==> src/rtl/dskw_mem_arb.sv <==
// -----------------------------------------------------------------------------
// dskw_mem_arb
//   Arbitrates a single-port image RAM (1-cycle read latency) between three
//   requesters: host load/unload (H), deskew pixel read (R) and deskew pixel
//   write (W). At most one access is granted per cycle. The host has priority;
//   R and W share the remaining slots round-robin. Read data is returned to
//   the requester that issued the read, two cycles after its grant.
//
// Configuration macro:
//   DSKW_ARB_STARVE_GUARD_EN - when defined, after MAX_WAIT consecutive host
//                              grants with a deskew port waiting, the next slot
//                              is forced to the deskew side. Undefined: strict
//                              host priority.
//
// Ports:
//   clk, rst                      clock, synchronous active-high reset
//   h_req/h_we/h_addr/h_wdata     host request; h_gnt accept, h_rvld read valid
//   r_req/r_addr                  deskew read request; r_gnt accept, r_rvld valid
//   w_req/w_addr/w_wdata          deskew write request; w_gnt accept
//   rdata                         shared read data, qualified by h_rvld/r_rvld
//   mem_en/mem_we/mem_addr/mem_wdata  registered RAM command
//   mem_rdata                     RAM read data, valid 1 cycle after a read
//   addr_err                      pulse: granted request addressed >= MEM_DEPTH
// -----------------------------------------------------------------------------
module dskw_mem_arb #(
    parameter int ADDR_WIDTH = 17,
    parameter int DATA_WIDTH = 8,
    parameter int MEM_DEPTH  = 131072,
    parameter int MAX_WAIT   = 8
) (
    input  logic                  clk,
    input  logic                  rst,
    input  logic                  h_req,
    input  logic                  h_we,
    input  logic [ADDR_WIDTH-1:0] h_addr,
    input  logic [DATA_WIDTH-1:0] h_wdata,
    output logic                  h_gnt,
    output logic                  h_rvld,
    input  logic                  r_req,
    input  logic [ADDR_WIDTH-1:0] r_addr,
    output logic                  r_gnt,
    output logic                  r_rvld,
    input  logic                  w_req,
    input  logic [ADDR_WIDTH-1:0] w_addr,
    input  logic [DATA_WIDTH-1:0] w_wdata,
    output logic                  w_gnt,
    output logic [DATA_WIDTH-1:0] rdata,
    output logic                  mem_en,
    output logic                  mem_we,
    output logic [ADDR_WIDTH-1:0] mem_addr,
    output logic [DATA_WIDTH-1:0] mem_wdata,
    input  logic [DATA_WIDTH-1:0] mem_rdata,
    output logic                  addr_err
);

    typedef enum logic {PTR_R, PTR_W} rr_t;
    typedef enum logic {OWN_H, OWN_R} own_t;

    // One extra bit so MEM_DEPTH == 2**ADDR_WIDTH is representable.
    localparam logic [ADDR_WIDTH:0] DEPTH_L = (ADDR_WIDTH+1)'(MEM_DEPTH);

    rr_t                   rr_ptr;
    logic                  starve_hit;
    logic                  dsk_ok;
    logic                  any_gnt;
    logic                  sel_we;
    logic [ADDR_WIDTH-1:0] sel_addr;
    logic [DATA_WIDTH-1:0] sel_wdata;
    own_t                  sel_own;
    logic                  addr_bad;

    // Read tag pipeline: stage 1 aligns with the RAM command, stage 2 with
    // the RAM read data. err marks out-of-range reads that return zero.
    logic tag1_vld, tag1_err;
    own_t tag1_own;
    logic tag2_vld, tag2_err;
    own_t tag2_own;

`ifdef DSKW_ARB_STARVE_GUARD_EN
    localparam int CNT_W = $clog2(MAX_WAIT + 1);
    logic [CNT_W-1:0] starve_cnt;

    assign starve_hit = (starve_cnt == CNT_W'(MAX_WAIT)) && (r_req || w_req);
`else
    // Guard disabled: the host is never overridden. MAX_WAIT is kept in the
    // parameter list so both builds share one interface.
    assign starve_hit = (MAX_WAIT < 0);
`endif

    always_comb begin
        dsk_ok = !h_req || starve_hit;
        h_gnt  = h_req && !starve_hit;
        r_gnt  = dsk_ok && r_req && (!w_req || rr_ptr == PTR_R);
        w_gnt  = dsk_ok && w_req && (!r_req || rr_ptr == PTR_W);
        any_gnt = h_gnt || r_gnt || w_gnt;

        sel_we    = 1'b0;
        sel_addr  = '0;
        sel_wdata = '0;
        sel_own   = OWN_H;
        if (h_gnt) begin
            sel_we    = h_we;
            sel_addr  = h_addr;
            sel_wdata = h_we ? h_wdata : '0;
            sel_own   = OWN_H;
        end else if (r_gnt) begin
            sel_addr  = r_addr;
            sel_own   = OWN_R;
        end else if (w_gnt) begin
            sel_we    = 1'b1;
            sel_addr  = w_addr;
            sel_wdata = w_wdata;
        end
        addr_bad = {1'b0, sel_addr} >= DEPTH_L;
    end

    always_ff @(posedge clk) begin
        if (rst) begin
            rr_ptr    <= PTR_R;
            mem_en    <= 1'b0;
            mem_we    <= 1'b0;
            mem_addr  <= '0;
            mem_wdata <= '0;
            addr_err  <= 1'b0;
            tag1_vld  <= 1'b0;
            tag1_err  <= 1'b0;
            tag1_own  <= OWN_H;
            tag2_vld  <= 1'b0;
            tag2_err  <= 1'b0;
            tag2_own  <= OWN_H;
`ifdef DSKW_ARB_STARVE_GUARD_EN
            starve_cnt <= '0;
`endif
        end else begin
            if (r_gnt)
                rr_ptr <= PTR_W;
            else if (w_gnt)
                rr_ptr <= PTR_R;

            // Out-of-range accesses are acknowledged but never reach the RAM.
            mem_en    <= any_gnt && !addr_bad;
            mem_we    <= any_gnt && !addr_bad && sel_we;
            mem_addr  <= (any_gnt && !addr_bad) ? sel_addr : '0;
            mem_wdata <= (any_gnt && !addr_bad) ? sel_wdata : '0;
            addr_err  <= any_gnt && addr_bad;

            tag1_vld  <= any_gnt && !sel_we;
            tag1_err  <= addr_bad;
            tag1_own  <= sel_own;
            tag2_vld  <= tag1_vld;
            tag2_err  <= tag1_err;
            tag2_own  <= tag1_own;

`ifdef DSKW_ARB_STARVE_GUARD_EN
            if (r_gnt || w_gnt)
                starve_cnt <= '0;
            else if (h_gnt && (r_req || w_req) && starve_cnt != CNT_W'(MAX_WAIT))
                starve_cnt <= starve_cnt + 1'b1;
`endif
        end
    end

    // RAM data arrives in the stage-2 cycle; it is passed straight through so
    // the read latency stays at two cycles.
    assign h_rvld = tag2_vld && (tag2_own == OWN_H);
    assign r_rvld = tag2_vld && (tag2_own == OWN_R);
    assign rdata  = (tag2_vld && !tag2_err) ? mem_rdata : '0;

endmodule

==> config.mk <==
export PLATFORM = sky130hd
export DESIGN_NAME = dskw_mem_arb
export DESIGN_NICKNAME = d
export VERILOG_FILES = /design/src/rtl/dskw_mem_arb.sv
export SDC_FILE = /design/constraint.sdc
export NUM_CORES = 1
export LEC_CHECK = 0
export CAP_MARGIN = 30
export CELL_PAD_IN_SITES_DETAIL_PLACEMENT = 0
export CELL_PAD_IN_SITES_GLOBAL_PLACEMENT = 1
export CORE_MARGIN = 2
export CORE_UTILIZATION = 23
export CTS_BUF_LIST = sky130_fd_sc_hd__clkbuf_2
export DETAILED_ROUTE_END_ITERATION = 10
export HOLD_SLACK_MARGIN = 0.15
export PLACE_DENSITY = 0.89
export SLEW_MARGIN = 40
export SYNTH_ARGS = -nofsm -noshare
export SYNTH_HDL_FRONTEND = slang
export SYNTH_SLANG_ARGS = --single-unit
==> constraint.sdc <==
create_clock -name clk -period 3.5 [get_ports clk]
set_input_delay 0.35 -clock clk [delete_from_list [all_inputs] [get_ports clk]]
set_output_delay 0.35 -clock clk [all_outputs]
set_load 0.01 [all_outputs]
* Word-level counts from Yosys, hierarchy flattened *
Cells that the tools add are included.

cells by class
  mux-type cells = 14
  bitwise gates (word level) = 3
  reduce and logical (&&, ||, !) cells = 19

operators with widths
  operator            count
  two-way mux 17 bit  3
  two-way mux 8 bit   5
  logical AND 1 bit   8
  two-way mux 1 bit   6
  zero test 1 bit     4
  logical OR 1 bit    4
  OR reduction 2 bit  2
  NOT 1 bit           3
  nonzero test 2 bit  1

word-level totals
  flip-flop bits (word level) = 32
  output and inout bits = 41
  logic and storage cells = 45

* Logic depth before layout (Yosys ltp) *
Gate-level depths: netlist of run 1.

  depth after elaboration = 8
  gate-level depth with buffers = 6

* Worst setup path before layout of run 1 *
Ideal clock, no wire load.

  path type = input to register
  start point = input r_req
  end point = register mem_addr[0]
  arrival time = 1052 ps
  path slack = 2328 ps
  stages = 5
  path buffers = 2
  cell sequence = nor2b_1 buf_2 buf_4 a32oi_1 a21oi_2

between the ends
  word-level cells in the longest chain between the ends = 6
  elaborated cells on any way between the ends = 12
  those cells by class = mux (3); bitwise (1); reduce/logical (8)

ends and longest elaborated chain
  element                                                          RTL line  RTL
  start: declaration                                               39        input logic r_req,
  zero test 1 bit / logical AND 1 bit (equally long branches)      94, 93
  logical OR 1 bit / logical AND 1 bit (equally long branches)     94, 93
  logical AND 1 bit / logical OR 1 bit (equally long branches)     94, 95
  two-way mux 17 bit / logical OR 1 bit (equally long branches)    109, 95
  two-way mux 17 bit / NOT 1 bit (equally long branches)           --
  two-way mux 17 bit / OR reduction 2 bit (equally long branches)  --
  end signal: assignment                                           143       mem_addr <= (any_gnt && !addr_bad) ? sel_addr : '0;
  end: declaration                                                 50        output logic [ADDR_WIDTH-1:0] mem_addr,

Several ways; a longest one is shown, not always the timed one.
A chain may end at the register's enable or synchronous reset.

* Worst setup path after layout of run 1 *
  start point = input h_req
  end point = output r_gnt

between the ends
  word-level cells in the longest chain between the ends = 3

ends and longest elaborated chain
  element                         RTL line  RTL
  start: declaration              33        input logic h_req,
  zero test 1 bit                 91        dsk_ok = !h_req || starve_hit;
  logical AND 1 bit (2 in a row)  93        r_gnt = dsk_ok && r_req && (!w_req || rr_ptr == PTR_R);
  end: declaration                41        output logic r_gnt,

No other way between the ends.

==> results of run 1 <==
[kinds of logic after synthesis]
| family | synth area share |
|---|---|
| and+or+nand+nor | 0.201 |
| other | 0.00268 |
| AOI/OAI and AO/OA | 0.255 |
| DFF | 0.457 |
| buffers and inverters | 0.0839 |
[per-stage QoR]
step | total power, mW | hold slack, ps | std cells | worst slack, ps | area (um2)
finish | 0.790 | 457 | 336 | 1300 | 2670
global route | 0.839 | 471 | 336 | 1240 | 2670
CTS | 0.802 | 457 | 336 | 1280 | 2670
detailed placement | 0.634 | 423 | 329 | 1260 | 2630
global placement | 0.633 | 434 | 329 | 1280 | 2630
floorplan | 0.486 | 414 | 145 | 2330 | 1400
[registers in the layout, indices dropped and copies added, names as in the netlist]
name / count
mem_wdata: 8
mem_en: 1
rr_ptr: 1
mem_addr: 17
tag2_own: 1
mem_we: 1
tag1_own: 1
tag2_vld: 1
tag1_vld: 1
[worst max-delay path, delay by kind of cell]
kind | cells | cell delay [ps]
buffers and inverters | 3 | 1190
and+or+nand+nor | 2 | 300
[worst paths after layout]
kind                  from           end  slack, ps  cells after the start
setup / recovery     h_req         r_gnt       1300                      5
hold / removal    tag1_own      tag2_own        460                      1
setup reg to reg    rr_ptr  mem_addr[11]       2350                      4
hold reg to reg   tag1_own      tag2_own        460                      1
[power by group]
group	internal (mW)	switching, mW
combinational	0.145	0.0867
clock	0.0478	0.118
sequential	0.386	0.00645
total	0.579	0.211
[Yosys cell counts]
| master | n |
|---|---|
| a32oi_1 | 25 |
| a21oi_1 | 7 |
| or2_1 | 1 |
| buf_4 | 3 |
| nand3_1 | 17 |
| nand2b_1 | 1 |
| clkbuf_1 | 3 |
| nand2_1 | 1 |
| buf_6 | 4 |
| buf_2 | 7 |
| a21oi_2 | 11 |
| dfxtp_1 | 32 |
| nor2_2 | 8 |
| conb_1 | 1 |
| nor3_1 | 2 |
| inv_1 | 1 |
| and2_1 | 12 |
| nor2_1 | 2 |
| nor2b_1 | 6 |
| a211oi_1 | 1 |
[area by class of cell]
type / count / area (um2)
clock inverter: 1 / 5.00
clock buffer: 6 / 30.0
fill: 584 / 3260
tap: 75 / 93.8
sequential: 32 / 641
timing repair buffer: 126 / 1250
inverter: 1 / 3.75
multi-input combinational: 95 / 646
[routing by layer]
metal / part of all wire / global-route usage / vias to the layer above
li1: - / - / 764
met1: 0.39 / 0.150 / 671
met2: 0.49 / 0.228 / 77
met3: 0.11 / 0.0418 / 2
met4: 0.0083 / 0.0650 / 0
met5: 0 / 0 / -
==> reports/metrics.csv, run 1 <==
stage,metric,value,unit
floorplan,io_pins,122,
cells_and_area,final_cell_mix,"120 x clkdlybuf4s50_1, 32 x dfxtp_1, 25 x a32oi_1",
clocking,cts_num_sinks,32,
sta,min_period_over_period,0.628,
sta,min_period,2200,ps
cells_and_area,final_util,0.450,
setup_path,required,3150,ps
synthesis,yosysWarnings,0,
synthesis,syn-instance-count,145,
sta,max_clock_freq,455,MHz
synthesis,yosys.area.top_type_share,0.457,
synthesis,yosys.area.top_type,dfxtp_1,
placement,gp_congestion,0.669,
synthesis,ys_seq_area_frac,0.457,
clocking,postCtsSetupBuffers,0,
synthesis,synth-seq-cells,32,
clocking,cts-htree-levels,2,
sta,clock_skew,11.0,ps
global_route,grt_pass1_vias,1468,
floorplan,core_area,0.00592,mm2
setup_path,critPathLaunchType,primary input,
global_route,antenna_found_initial,0,
run_status,status,"finished, final reports clean",
synthesis,syn_nets,226,
sta,hold_viol,0,
power_and_ir_drop,peakVddDrop,0.104,mV
clocking,ctsHoldBuffers,0,
drt,first_pass_iters,4,
worst_hold_path,hp-class,flip-flop to flip-flop,
clocking,cts_resized,0,
flow_run,maxCapViolCount,0,
cells_and_area,area_delta_synth_final,90.2,%
setup_path,critical-path-max-stage-delay,550,ps
sta,rsz0062_at_grt,false,
placement,dp_hpwl,3380,um
sta,finalSetupTns,0,ps
placement,io_buffers,120,
cells_and_area,fin_nets,342,
setup_path,cp.arrival,1850,ps
setup_path,cp_cell_sequence,"clkdlybuf4s50_1, buf_4, nor2b_1, and2_1, clkdlybuf4s50_1",
power_and_ir_drop,p_per_area,296,mW/mm2
floorplan,start_util,0.237,
floorplan,die_w,82.1,um
floorplan,die-area,0.00673,mm2
drt,wl,4580,um
clocking,cts-root-buf,clkbuf_2,
drt,vias,1514,
clocking,clock_latency,350,ps
cells_and_area,n_antenna_cell,0,
synthesis,avgSynthCellArea,9.66,um2
setup_path,cpMaxStageDelayCell,clkdlybuf4s50_1,
setup_path,cpMostUsedCell,clkdlybuf4s50_1,
cells_and_area,drive_above_1_share,0.130,
global_route,grt_overflow,0,
global_route,grt_pass1_wl,6730,um
global_route,grt_usage,0.134,
floorplan,fp-row-count,28,
drt,drc_errors,0,
setup_path,critPathMaxFanout,21,
floorplan,die_y,82.1,um
sta,maxSlewViolCount,0,
synthesis,yosys-top-cells-area,"dfxtp_1 46%, a32oi_1 16%, a21oi_2 6.9%",
drt,avgViaCountPerCell,4.51,
clocking,clk_path_buf_depth,2,
clocking,cts_buffers,5,
power_and_ir_drop,p_leak,0.931,nW
setup_path,worst-setup-path-type,primary input to output port,
drt,antenna_left,0,
drt,dr.first_iter.drc_count,37,
clocking,cts_tree,yes,
setup_path,crit_path_end_kind,output port,
synthesis,synth_area,0.00140,mm2
cells_and_area,layout_commonest_cell,clkdlybuf4s50_1,
clocking,clkTransAtPathRegs,160,ps
global_route,grt_max_degree,28,
sta,report.final.setup_viol,0,
drt,routedWlPerCell,13.6,um
synthesis,synth_cell_types,20,
No activity file was read; power rests on OpenSTA's default activity.
==> run 2: changes to the inputs <==
CORE_UTILIZATION = 22   (was 23)
PLACE_DENSITY = 0.86   (was 0.89)
clock period = 2.1 ns   (was 3.5 ns; I/O delays follow)
==> run 2 against run 1 <==
Net effect:
- global-route usage increased by 0.20 points
- non-clock buffer count increased by 2
- sequential power increased by 67%
- die area increased by 4.3%
- clock skew increased by 1.7 ps
- worst hold slack got worse by 53 ps
- critical path depth decreased by 1
- cell count increased by 1.5%
- count of clock-buffer cells in the layout increased by 1
- combinational power increased by 69%
==> reports/metrics.csv, run 2 (synthesis results as in run 1) <==
stage,metric,value,unit,change
setup_path,critical-path-max-stage-delay,560,ps,about the same
power_and_ir_drop,p_per_area,497,mW/mm2,+68%
power_and_ir_drop,power.switching,0.357,mW,+69%
global_route,antenna_found_initial,0,,unchanged
power_and_ir_drop,p_int,0.977,mW,+69%
cells_and_area,nFillCells,646,,+11%
cells_and_area,area_delta_synth_final,91.7,%,
cells_and_area,drive_above_1_share,0.133,,+0.00231
placement,post-place-cells,333,,+1.2%
setup_path,cpMaxStageDelayCell,clkdlybuf4s50_1,,
sta,min_period,1850,ps,
setup_path,cp.arrival,1640,ps,-210 ps
placement,gp_congestion,0.681,,+1.8%
floorplan,start_util,0.225,,-0.0121
sta,maxSlewViolCount,0,,unchanged
clocking,clk_path_buf_depth,2,,unchanged
cells_and_area,multi_input_area,646,um2,unchanged
drt,first_pass_iters,4,,unchanged
floorplan,die_y,83.8,um,+2.1%
clocking,cts_num_sinks,32,,unchanged
cells_and_area,reg.largest.list,"mem_addr (17), mem_wdata (8)",,
setup_path,required,1890,ps,-1260 ps
cells_and_area,final_cell_mix,"120 x clkdlybuf4s50_1, 32 x dfxtp_1, 25 x a32oi_1",,
floorplan,core_area,0.00624,mm2,+5.4%
sta,finalSetupTns,0,ps,unchanged
power_and_ir_drop,power,1.33,mW,+69%
clocking,cts-root-buf,clkbuf_2,,
placement,placed_area,0.00265,mm2,+0.67%
cells_and_area,fin_cells,341,,+1.5%
cells_and_area,n_antenna_cell,0,,unchanged
sta,min_period_over_period,0.880,,
clocking,cts_resized,0,,unchanged
sta,max_clock_freq,541,MHz,
cells_and_area,largest_register_ffs,17,,unchanged
power_and_ir_drop,netSwitchingFraction,0.267,,about the same
power_and_ir_drop,p_leak,0.941,nW,+1.1%
power_and_ir_drop,seqPwrFrac,0.490,,-0.006
setup_path,reg2reg_depth,4,,unchanged
drt,wl_met2,2270,um,+0.40%
floorplan,die-area,0.00702,mm2,+4.3%
drt,wl,4870,um,+6.5%
placement,dp_hpwl,3680,um,+8.7%
cells_and_area,stdcell_area,0.00269,mm2,+0.80%
global_route,grt_overflow,0,,unchanged
drt,antenna_left,0,,unchanged
clocking,postCtsSetupBuffers,0,,unchanged
floorplan,io_pins,122,,unchanged
drt,vias,1570,,+3.7%
placement,io_buffers,120,,unchanged
setup_path,cp_cell_sequence,"clkdlybuf4s50_1, nor2b_1, and2_1, clkdlybuf4s50_1",,
sta,report.final.setup_viol,0,,unchanged
setup_path,worst-setup-path-type,primary input to output port,,
run_status,status,"finished, final reports clean",,
drt,met3RoutedLength,528,um,+7.1%
cells_and_area,top_register,mem_addr,,
setup_path,cpMostUsedCell,clkdlybuf4s50_1,,
drt,wl_met1,2030,um,+14%
setup_path,critPathLaunchType,primary input,,
cells_and_area,regArea,641,um2,unchanged
clocking,cts_buffers,5,,unchanged
setup_path,critPathMaxFanout,5,,-76%
worst_hold_path,hp-class,primary input to flip-flop,,
sta,rsz0062_at_grt,false,,
drt,routedWlPerCell,14.3,um,+5.0%
clocking,cts-htree-levels,2,,unchanged
setup_path,crit_path_end_kind,output port,,
global_route,grt_pass1_wl,7670,um,+14%
drt,dr.first_iter.drc_count,30,,-19%
global_route,grt_usage,0.136,,+0.00199
clocking,cts_tree,yes,,
drt,dr.max_layer_used,met4,,
clocking,ctsHoldBuffers,0,,unchanged
worst_hold_path,holdPathStages,3,,+2
clocking,clkTransAtPathRegs,160,ps,about the same
power_and_ir_drop,peakVddDrop,0.189,mV,+81%
sta,clock_skew,12.7,ps,+1.66 ps
floorplan,die_w,83.8,um,+2.1%
cells_and_area,layout_commonest_cell,clkdlybuf4s50_1,,
drt,drc_errors,0,,unchanged
flow_run,maxCapViolCount,0,,unchanged
power_and_ir_drop,combPwrFrac,0.294,,about the same
sta,hold_viol,0,,unchanged
floorplan,fp-row-count,29,,+3.6%
global_route,grt_pass1_vias,1583,,+7.8%
power_and_ir_drop,pwr-share-clk,0.216,,+0.006
global_route,grt_max_degree,28,,unchanged
clocking,clock_latency,350,ps,about the same
cells_and_area,fin_nets,344,,+0.58%
drt,avgViaCountPerCell,4.60,,+2.2%
==> run 2: cell types whose count changed in the layout (fill, tap and decap cells not counted) <==
cell      before  now
clkinv_1       0    1
clkinv_2       1    0
or2_2          1    0
or2_1          0    1
buf_4          6    8
clkbuf_2       6    7
==> run 2: metrics by stage <==
stage	hold slack, ps	utilization	setup WS (ps)
finish	404	0.430	251
global route	348	0.430	132
CTS	357	0.430	241
detailed placement	426	0.424	251
global placement	421	0.424	256
floorplan	282	-	982
==> run 2: layer usage <==
| metal | track usage | vias to the layer above |
|---|---|---|
| met2 | 0.219 | 72 |
| met4 | 0.0352 | 0 |
| li1 | - | 769 |
| met5 | 0 | - |
| met3 | 0.0623 | 5 |
| met1 | 0.164 | 724 |
==> run 2: layout make-up <==
type	count	area share
Timing Repair Buffer	128	0.469
Multi-Input combinational cell	95	0.240
Sequential cell	32	0.238
Tap cell	77	0.0359
Clock buffer	7	0.0130
Clock inverter	1	0.00140
Inverter	1	0.00140
==> run 2: path summary, 6_finish.rpt <==
kind	startpoint	endpoint	slack, ps
max	h_req	r_gnt	250
min	w_addr[10]	mem_addr[10]	400
max reg2reg	rr_ptr	mem_addr[2]	940
min reg2reg	tag1_own	tag2_own	460
==> run 2: worst max-delay path, delay by kind of cell <==
family,cells,cell delay (ps)
AND/OR/NAND/NOR,2,370
buffers and inverters,2,1050
==> run 2: power groups by stage <==
stage | Clock (mW) | Sequential (mW) | Combinational (mW)
2_1_floorplan | 0 | 0.682 | 0.128
3_3_place_gp | 0 | 0.666 | 0.393
3_5_place_dp | 0 | 0.668 | 0.395
4_1_cts | 0.321 | 0.654 | 0.396
5_1_grt | 0.338 | 0.659 | 0.419
6_report | 0.288 | 0.654 | 0.392
